--- src/rtl/life_rule_pipe.sv ---
// life_rule_pipe: 3x3 window birth/survive stage over a raster-scanned board.
// Emits next-generation cells, per-frame live totals and a generation count.
module life_rule_pipe #(
  parameter int X = 8,
  parameter int Y = 8,
  parameter int LOG2X = 3,
  parameter int LOG2Y = 3,
  parameter logic [8:0] BIRTH = 9'b000001000,
  parameter logic [8:0] SURVIVE = 9'b000001100,
  parameter int GEN_W = 16
) (
  input  logic clk,
  input  logic reset,
  input  logic shift_en,
  input  logic sync_clr,
  input  logic tap_n,
  input  logic tap_c,
  input  logic tap_s,
  output logic pipe_out,
  output logic pipe_valid,
  output logic frame_done,
  output logic [LOG2X+LOG2Y:0] live_count,
  output logic [GEN_W-1:0] gen_count
);

  localparam int CW = LOG2X + LOG2Y + 1;
  localparam logic [LOG2X-1:0] XL = LOG2X'(X - 1);
  localparam logic [LOG2Y-1:0] YL = LOG2Y'(Y - 1);
  localparam logic [15:0] B_TAB = {7'd0, BIRTH};
  localparam logic [15:0] S_TAB = {7'd0, SURVIVE};

  typedef struct packed {
    logic [LOG2Y-1:0] r;
    logic [LOG2X-1:0] c;
  } pos_t;

  pos_t tap_pos, tap_nxt;
  pos_t w_pos0, w_pos1, c_pos, r_pos;
  logic [2:0] w_n, w_c, w_s;
  logic [3:0] c_cnt, cnt;
  logic c_ctr;
  logic [3:0] vld;
  logic [CW-1:0] acc;
  logic [7:0] nb;
  logic m_w, m_e, m_n, m_s;
  logic out_last;

  always_comb begin
    tap_nxt = tap_pos;
    if (tap_pos.c == XL) begin
      tap_nxt.c = '0;
      tap_nxt.r = (tap_pos.r == YL) ? '0 : tap_pos.r + 1'b1;
    end else begin
      tap_nxt.c = tap_pos.c + 1'b1;
    end
  end

  // Off-board neighbours read as dead; row wrap in the window is masked too.
  always_comb begin
    m_w = w_pos1.c != '0;
    m_e = w_pos1.c != XL;
    m_n = w_pos1.r != '0;
    m_s = w_pos1.r != YL;
    nb = {w_n[2] & m_n & m_w, w_n[1] & m_n, w_n[0] & m_n & m_e,
          w_c[2] & m_w, w_c[0] & m_e,
          w_s[2] & m_s & m_w, w_s[1] & m_s, w_s[0] & m_s & m_e};
    cnt = '0;
    for (int i = 0; i < 8; i++) cnt = cnt + {3'd0, nb[i]};
  end

  assign out_last = (r_pos.c == XL) && (r_pos.r == YL);
  assign pipe_valid = vld[3];
  assign frame_done = shift_en & ~sync_clr & vld[3] & out_last;

  always_ff @(posedge clk or negedge reset) begin
    if (!reset) begin
      tap_pos <= '0;
      w_pos0 <= '0;
      w_pos1 <= '0;
      c_pos <= '0;
      r_pos <= '0;
      w_n <= '0;
      w_c <= '0;
      w_s <= '0;
      c_cnt <= '0;
      c_ctr <= 1'b0;
      pipe_out <= 1'b0;
      vld <= '0;
      acc <= '0;
      live_count <= '0;
      gen_count <= '0;
    end else if (sync_clr) begin
      tap_pos <= '0;
      w_pos0 <= '0;
      w_pos1 <= '0;
      w_n <= '0;
      w_c <= '0;
      w_s <= '0;
      vld <= '0;
      acc <= '0;
    end else if (shift_en) begin
      tap_pos <= tap_nxt;
      w_pos0 <= tap_pos;
      w_pos1 <= w_pos0;
      w_n <= {w_n[1:0], tap_n};
      w_c <= {w_c[1:0], tap_c};
      w_s <= {w_s[1:0], tap_s};
      c_cnt <= cnt;
      c_ctr <= w_c[1];
      c_pos <= w_pos1;
      pipe_out <= c_ctr ? S_TAB[c_cnt] : B_TAB[c_cnt];
      r_pos <= c_pos;
      vld <= {vld[2:0], 1'b1};
      if (vld[3]) begin
        if (out_last) begin
          live_count <= acc + CW'(pipe_out);
          acc <= '0;
          gen_count <= gen_count + 1'b1;
        end else begin
          acc <= acc + CW'(pipe_out);
        end
      end
    end
  end

endmodule

--- config.mk ---
export PLATFORM = sky130hd
export DESIGN_NAME = life_rule_pipe
export DESIGN_NICKNAME = d
export VERILOG_FILES = /design/src/rtl/life_rule_pipe.sv
export SDC_FILE = /design/constraint.sdc
export NUM_CORES = 1
export LEC_CHECK = 0
export ABC_CLOCK_PERIOD_IN_PS = 4000
export CAP_MARGIN = 40
export CORE_AREA = 2 2 147 92
export DETAILED_ROUTE_END_ITERATION = 8
export DIE_AREA = 0 0 149 94
export GPL_ROUTABILITY_DRIVEN = 1
export MAX_ROUTING_LAYER = met4
export SYNTH_ARGS = -nofsm -noshare
export SYNTH_HDL_FRONTEND = slang
export SYNTH_SLANG_ARGS = --single-unit
--- constraint.sdc ---
create_clock -name clk -period 4 [get_ports clk]
set_input_delay 0.4 -clock clk [delete_from_list [all_inputs] [get_ports clk]]
set_output_delay 0.4 -clock clk [all_outputs]
set_load 0.05 [all_outputs]
# [Word level (Yosys, flattened, before mapping)]
# Memory sizes are Yosys's and may differ from the RTL's.
# Index checks and enable logic that the tools add are counted.
[totals] out_inout_bits=26 reg_bits=79 memories=2 wordCells=90 rom_bits=32
[mem_list] memory="(no name shown)" depth=16 word_bits=1 rd=1 rd_ports_with_merged_regs=0 write_ports=0 line="111" text="pipe_out <= c_ctr ? S_TAB[c_cnt] : B_TAB[c_cnt];"
[mem_list] memory="(no name shown)" depth=16 word_bits=1 rd=1 rd_ports_with_merged_regs=0 write_ports=0 line="111"
[op_classes] muxes=24 reduce_logical=10 magnitude_cmp=1 addsub=11 n_eq_ne=6 n_bitwise=16
[ops] operator="6-bit two-way mux" n=6
[ops] operator="7-bit two-way mux" n=4
[ops] operator="3-bit two-way mux" n=9
[ops] operator="16-bit by 1-bit adder with 16-bit output, second input constant" n=1
[ops] operator="4-bit by 1-bit adder with 4-bit output" n=4
[ops] operator="1-bit AND" n=15
[ops] operator="3-bit == test, second input constant" n=4
[ops] operator="4-bit two-way mux" n=2
[ops] operator="7-bit by 1-bit adder with 7-bit output" n=1
[ops] operator="3-bit by 1-bit adder with 3-bit output, second input constant" n=2
[ops] operator="3-bit != test, second input constant" n=2
[ops] operator="2-bit AND reduction" n=3
[ops] operator="2-bit nonzero test" n=3
[ops] operator="3-bit nonzero test" n=2
[ops] operator="4-bit by 5-bit less-than comparator with 1-bit output, second input constant" n=1
[ops] operator="3-bit by 1-bit adder with 4-bit output" n=1
[ops] operator="4-bit AND reduction" n=1
[ops] operator="2-bit by 1-bit adder with 3-bit output" n=1
[ops] operator="1-bit two-way mux" n=3
[ops] operator="1-bit by 1-bit adder with 2-bit output" n=1
[ops] operator="1-bit logical AND" n=1
[ops] operator="1-bit NOT" n=1

# [Longest topological paths before layout]
[depth] ltp_word=10 ltp_mapped=11 ltp_nobuf=11

# [Worst setup path before layout]
# Ideal clock, no wire load.
[synth_timing] kind="register to register" from="register w_pos1[1] (netlist bit)" to="register c_cnt[2]" path_slack_ns=0.877 n_path_buf=0 arrival_time_ns=3.040 path_stages_with_launch=12 required_ns=3.917 cell_sequence="dfrtp_1 -> nand3_1 -> nand3_1 -> fa_1 -> fa_1 -> inv_1 -> fa_1 -> ha_1 -> inv_1 -> fa_1 -> xor2_1 -> o21ai_0"
[synth_via] elab_chain_len=9 elab_cells_between_ends=15
[synth_rtl] item="from (decl)" line="38" text="pos_t w_pos0, w_pos1, c_pos, r_pos;"
[synth_rtl] item="from (signal assigned)" line="104" text="w_pos1 <= w_pos0;"
[synth_rtl] item="3-bit != test" line="61" text="m_e = w_pos1.c != XL;"
[synth_rtl] item="1-bit AND" line="66" text="w_s[2] & m_s & m_w, w_s[1] & m_s, w_s[0] & m_s & m_e};"
[synth_rtl] item="1-bit by 1-bit adder with 2-bit output" line="68" text="for (int i = 0; i < 8; i++) cnt = cnt + {3'd0, nb[i]};"
[synth_rtl] item="2-bit by 1-bit adder with 3-bit output" line="68"
[synth_rtl] item="3-bit by 1-bit adder with 4-bit output" line="68"
[synth_rtl] item="4-bit by 1-bit adder with 4-bit output (3 in a row)" line="68"
[synth_rtl] item="4-bit by 1-bit adder with 4-bit output (*)" line="68"
[synth_rtl] item="to (signal assigned)" line="108" text="c_cnt <= cnt;"
[synth_rtl] item="to (decl)" line="40" text="logic [3:0] c_cnt, cnt;"
# Mark *: on every way between the ends. The rest lies on a longest branch, timed or not.
# A chain may end at the register's enable or synchronous reset.

# [Worst setup path after layout]
[layout_timing] from="register w_pos1[2] (netlist bit)" to="register c_cnt[2]"
# The elaborated chain is that of the path after synthesis.

==> flow_summary_export.csv <==
group,metric,value,unit
outcome,status,"complete, no violations",
timing,drv_slew,0,
grt,grt_pass1_vias,2348,
grt,grt_pass1_wl,12100,um
drt,wire_per_inst,13.4,um
logic_synthesis,syn_area_per_cell,11.8,um2
critical_path,crit_family,"adder cells",
drt,routed_wl,7050,um
critical_path,critical_path_class,"register to register",
layout,drive_gt1_frac,0.138,
critical_path,r2r_setup_slack,0.73,ns
logic_synthesis,ys_seq_area_frac,0.534,
timing,rsz0062_at_grt,"no",
drt,first_iter_violations,157,
timing,fin_tns_setup,0,ns
drt,num_vias,2376,
die,core_area,12600,um2
grt,grt_max_degree,62,
layout,regArea,1980,um2
grt,busiest_layer,"met1",
timing,finalHoldViolCount,0,
layout,area_growth_syn_to_layout,24.1,%
timing,fin_crit_sh,0.818,
die,rows,32,
clock_tree,cts_tree,"built",
logic_synthesis,syn-num-nets,336,
place,place_area,4230,um2
logic_synthesis,synth_top_area_frac,0.534,
critical_path,path_cells,"nand3_1 -> nand3_1 -> fa_1 -> fa_1 -> inv_1 -> fa_1 -> ha_1 -> inv_1 -> fa_1 -> xor2_1 -> o21ai_0",
logic_synthesis,synth_warnings,0,
grt,met2_usage,0.157,
clock_tree,clock-root-buffer,"clkbuf_16",
die,die_area,14000,um2
power,leakage,2.23,nW
flow_run,cap_violations,0,
power,power,0.00189,W
layout,diodes,0,
logic_synthesis,ys_ff_latch,79,
timing,fin_hold_ws,0.474,ns
clock_tree,cts_setup_buffers,0,
critical_path,cp.arrival,3.52,ns
critical_path,critPathSlowestCell,"fa_1",
logic_synthesis,yosysTopAreaCell,"dfrtp_1",
critical_path,crit_required,4.25,ns
clock_tree,clock_latency,0.33,ns
logic_synthesis,synth-main-ff-cell,"dfrtp_1",
layout,finalInstanceArea,4590,um2
timing,setup_viol,0,
timing,finClkSkew,0.00524,ns
drt,antenna_left,0,
grt,grt_use_total,0.113,
drt,drc_errors,0,
logic_synthesis,syn-cell-area,3700,um2
critical_path,critPathLaunchType,"register",
die,die_w,149,um
place,dp.final_hpwl,4960,um
timing,worst_pin_slew,0.577,ns
timing,min_period,3.27,ns
logic_synthesis,synthArstFlopShare,1.00,
critical_path,path_max_fanout,4,
layout,fin_nets,372,
grt,overflow,0,
clock_tree,numCtsBuffers,9,
timing,max_freq,306,MHz
critical_path,max_stage_delay,0.54,ns
logic_synthesis,yosysUniqueCellTypes,37,
clock_tree,cts_num_sinks,79,
clock_tree,clkSlewWorstSetupHoldPaths,0.06,ns
grt,grt_use_met1,0.160,
clock_tree,htreeDepth,3,
power,peakVddDrop,0.236,mV
die,initial_core_util,0.294,
critical_path,cp-end-kind,"register",
critical_path,cp_num_buf_inv,2,
power,power.density,411,nW/um2
drt,vias_per_cell,4.53,
die,die_y,94,um
critical_path,crit_top_cell,"fa_1",
place,port_buffers,32,
drt,drtPass1Iterations,4,
clock_tree,cts_resized,0,
layout,multi_input_area,1620,um2
logic_synthesis,synth_edf_count,0,
timing,slew_headroom,0.614,
die,num_io_pins,33,
grt,grt_util_met3,0.0354,
hold_path,hold_path.class,"register to register",
grt,antenna_found_initial,0,
layout,nFillCells,1231,
logic_synthesis,synth.area.top_cells,"dfrtp_1 53%, mux2i_1 7.3%, mux2_2 5.5%, nor2_1 3.9%, xnor2_1 3.5%",
logic_synthesis,yosysMostFrequentCell,"dfrtp_1",
logic_synthesis,synthTopCellsByCount,"79 x dfrtp_1, 38 x nor2_1, 27 x mux2i_1, 23 x nand2_1, 18 x mux2_2",
clock_tree,clockBufferDepth,2,
logic_synthesis,syn_inst,315,
place,place.gp.congestion,0.735,
[cell usage in the layout, fill, tap and decap left out, types with 8 or more instances in the layout]
cell type,Yosys,routed
mux2_2,18,18
nor2_1,38,38
inv_1,10,10
a21oi_1,11,11
nand2_1,23,23
dfrtp_1,79,79
ha_1,10,10
clkbuf_16,0,9
mux2i_1,27,27
nand4_1,8,8
clkdlybuf4s50_1,0,29
xnor2_1,15,15
nand3_1,12,12
[power breakdown]
group | leakage, nW | total (W) | internal [W] | switching, W
Clock | 0.175 | 0.000983 | 0.000669 | 0.000314
Sequential | 1.09 | 0.000822 | 0.000812 | 0.00000984
Combinational | 0.960 | 0.0000842 | 0.0000336 | 0.0000506
[area by class of cell]
cell class / instances / area share
clock buffers: 9 / 0.0490
clock inverters: 6 / 0.0291
inverters: 10 / 0.00817
multi-input cells: 213 / 0.353
flip-flops and latches: 79 / 0.430
well taps: 170 / 0.0463
repair buffers: 38 / 0.0839
[flip-flops by register name, indices dropped and copies added (netlist names)]
| name | flops |
|---|---|
| c_pos | 6 |
| c_ctr | 1 |
| w_s | 3 |
| w_pos0 | 6 |
| gen_count | 16 |
| pipe_out | 1 |
| w_c | 3 |
| w_pos1 | 6 |
| c_cnt | 4 |
| vld | 4 |
| r_pos | 6 |
| tap_pos | 6 |
| acc | 7 |
| w_n | 3 |
| live_count | 7 |
[final timing paths]
| check | from | end | depth (start not counted) |
|---|---|---|---|
| max in group asynchronous | reset | gen_count[8] | 3 |
| min in group asynchronous | reset | w_n[2] | 2 |
| hold / removal | gen_count[15] | gen_count[15] | 1 |
| setup / recovery | w_pos1[2] | c_cnt[2] | 11 |
| hold reg to reg | gen_count[15] | gen_count[15] | 1 |
| setup reg to reg | w_pos1[2] | c_cnt[2] | 11 |
[stage by stage]
stage / setup slack, ns / util / cells
6_report: 0.729 / 0.365 / 525
5_1_grt: 0.513 / 0.365 / 525
4_1_cts: 0.700 / 0.365 / 525
3_5_place_dp: 0.734 / 0.336 / 509
3_3_place_gp: 0.757 / 0.333 / 507
2_1_floorplan: 0.877 / - / 315
[logic make-up after synthesis]
group                      count (synthesis)  share of synthesized area
and+or+nand+nor                          109                      0.167
AOI/OAI and AO/OA                         25                     0.0406
adders and majority gates                 14                     0.0554
muxes                                     45                      0.128
xor gates and xnor gates                  20                     0.0473
buffers and inverters                     23                     0.0277
DFF                                       79                      0.534
[metal layers]
metal,share of wire,wire length (um),vias to the layer above
met5,0,0,-
met4,0.0064,45,0
met3,0.042,298,7
li1,-,-,1167
met1,0.54,3780,1164
met2,0.41,2920,38
[timing repair]
| action | in CTS | in global routing |
|---|---|---|
| setup endpoints to repair | 0 | 0 |
| hold buffers | 1 | 0 |
| hold endpoints to repair | 18 | 0 |
(Power assumes the default switching activity.)
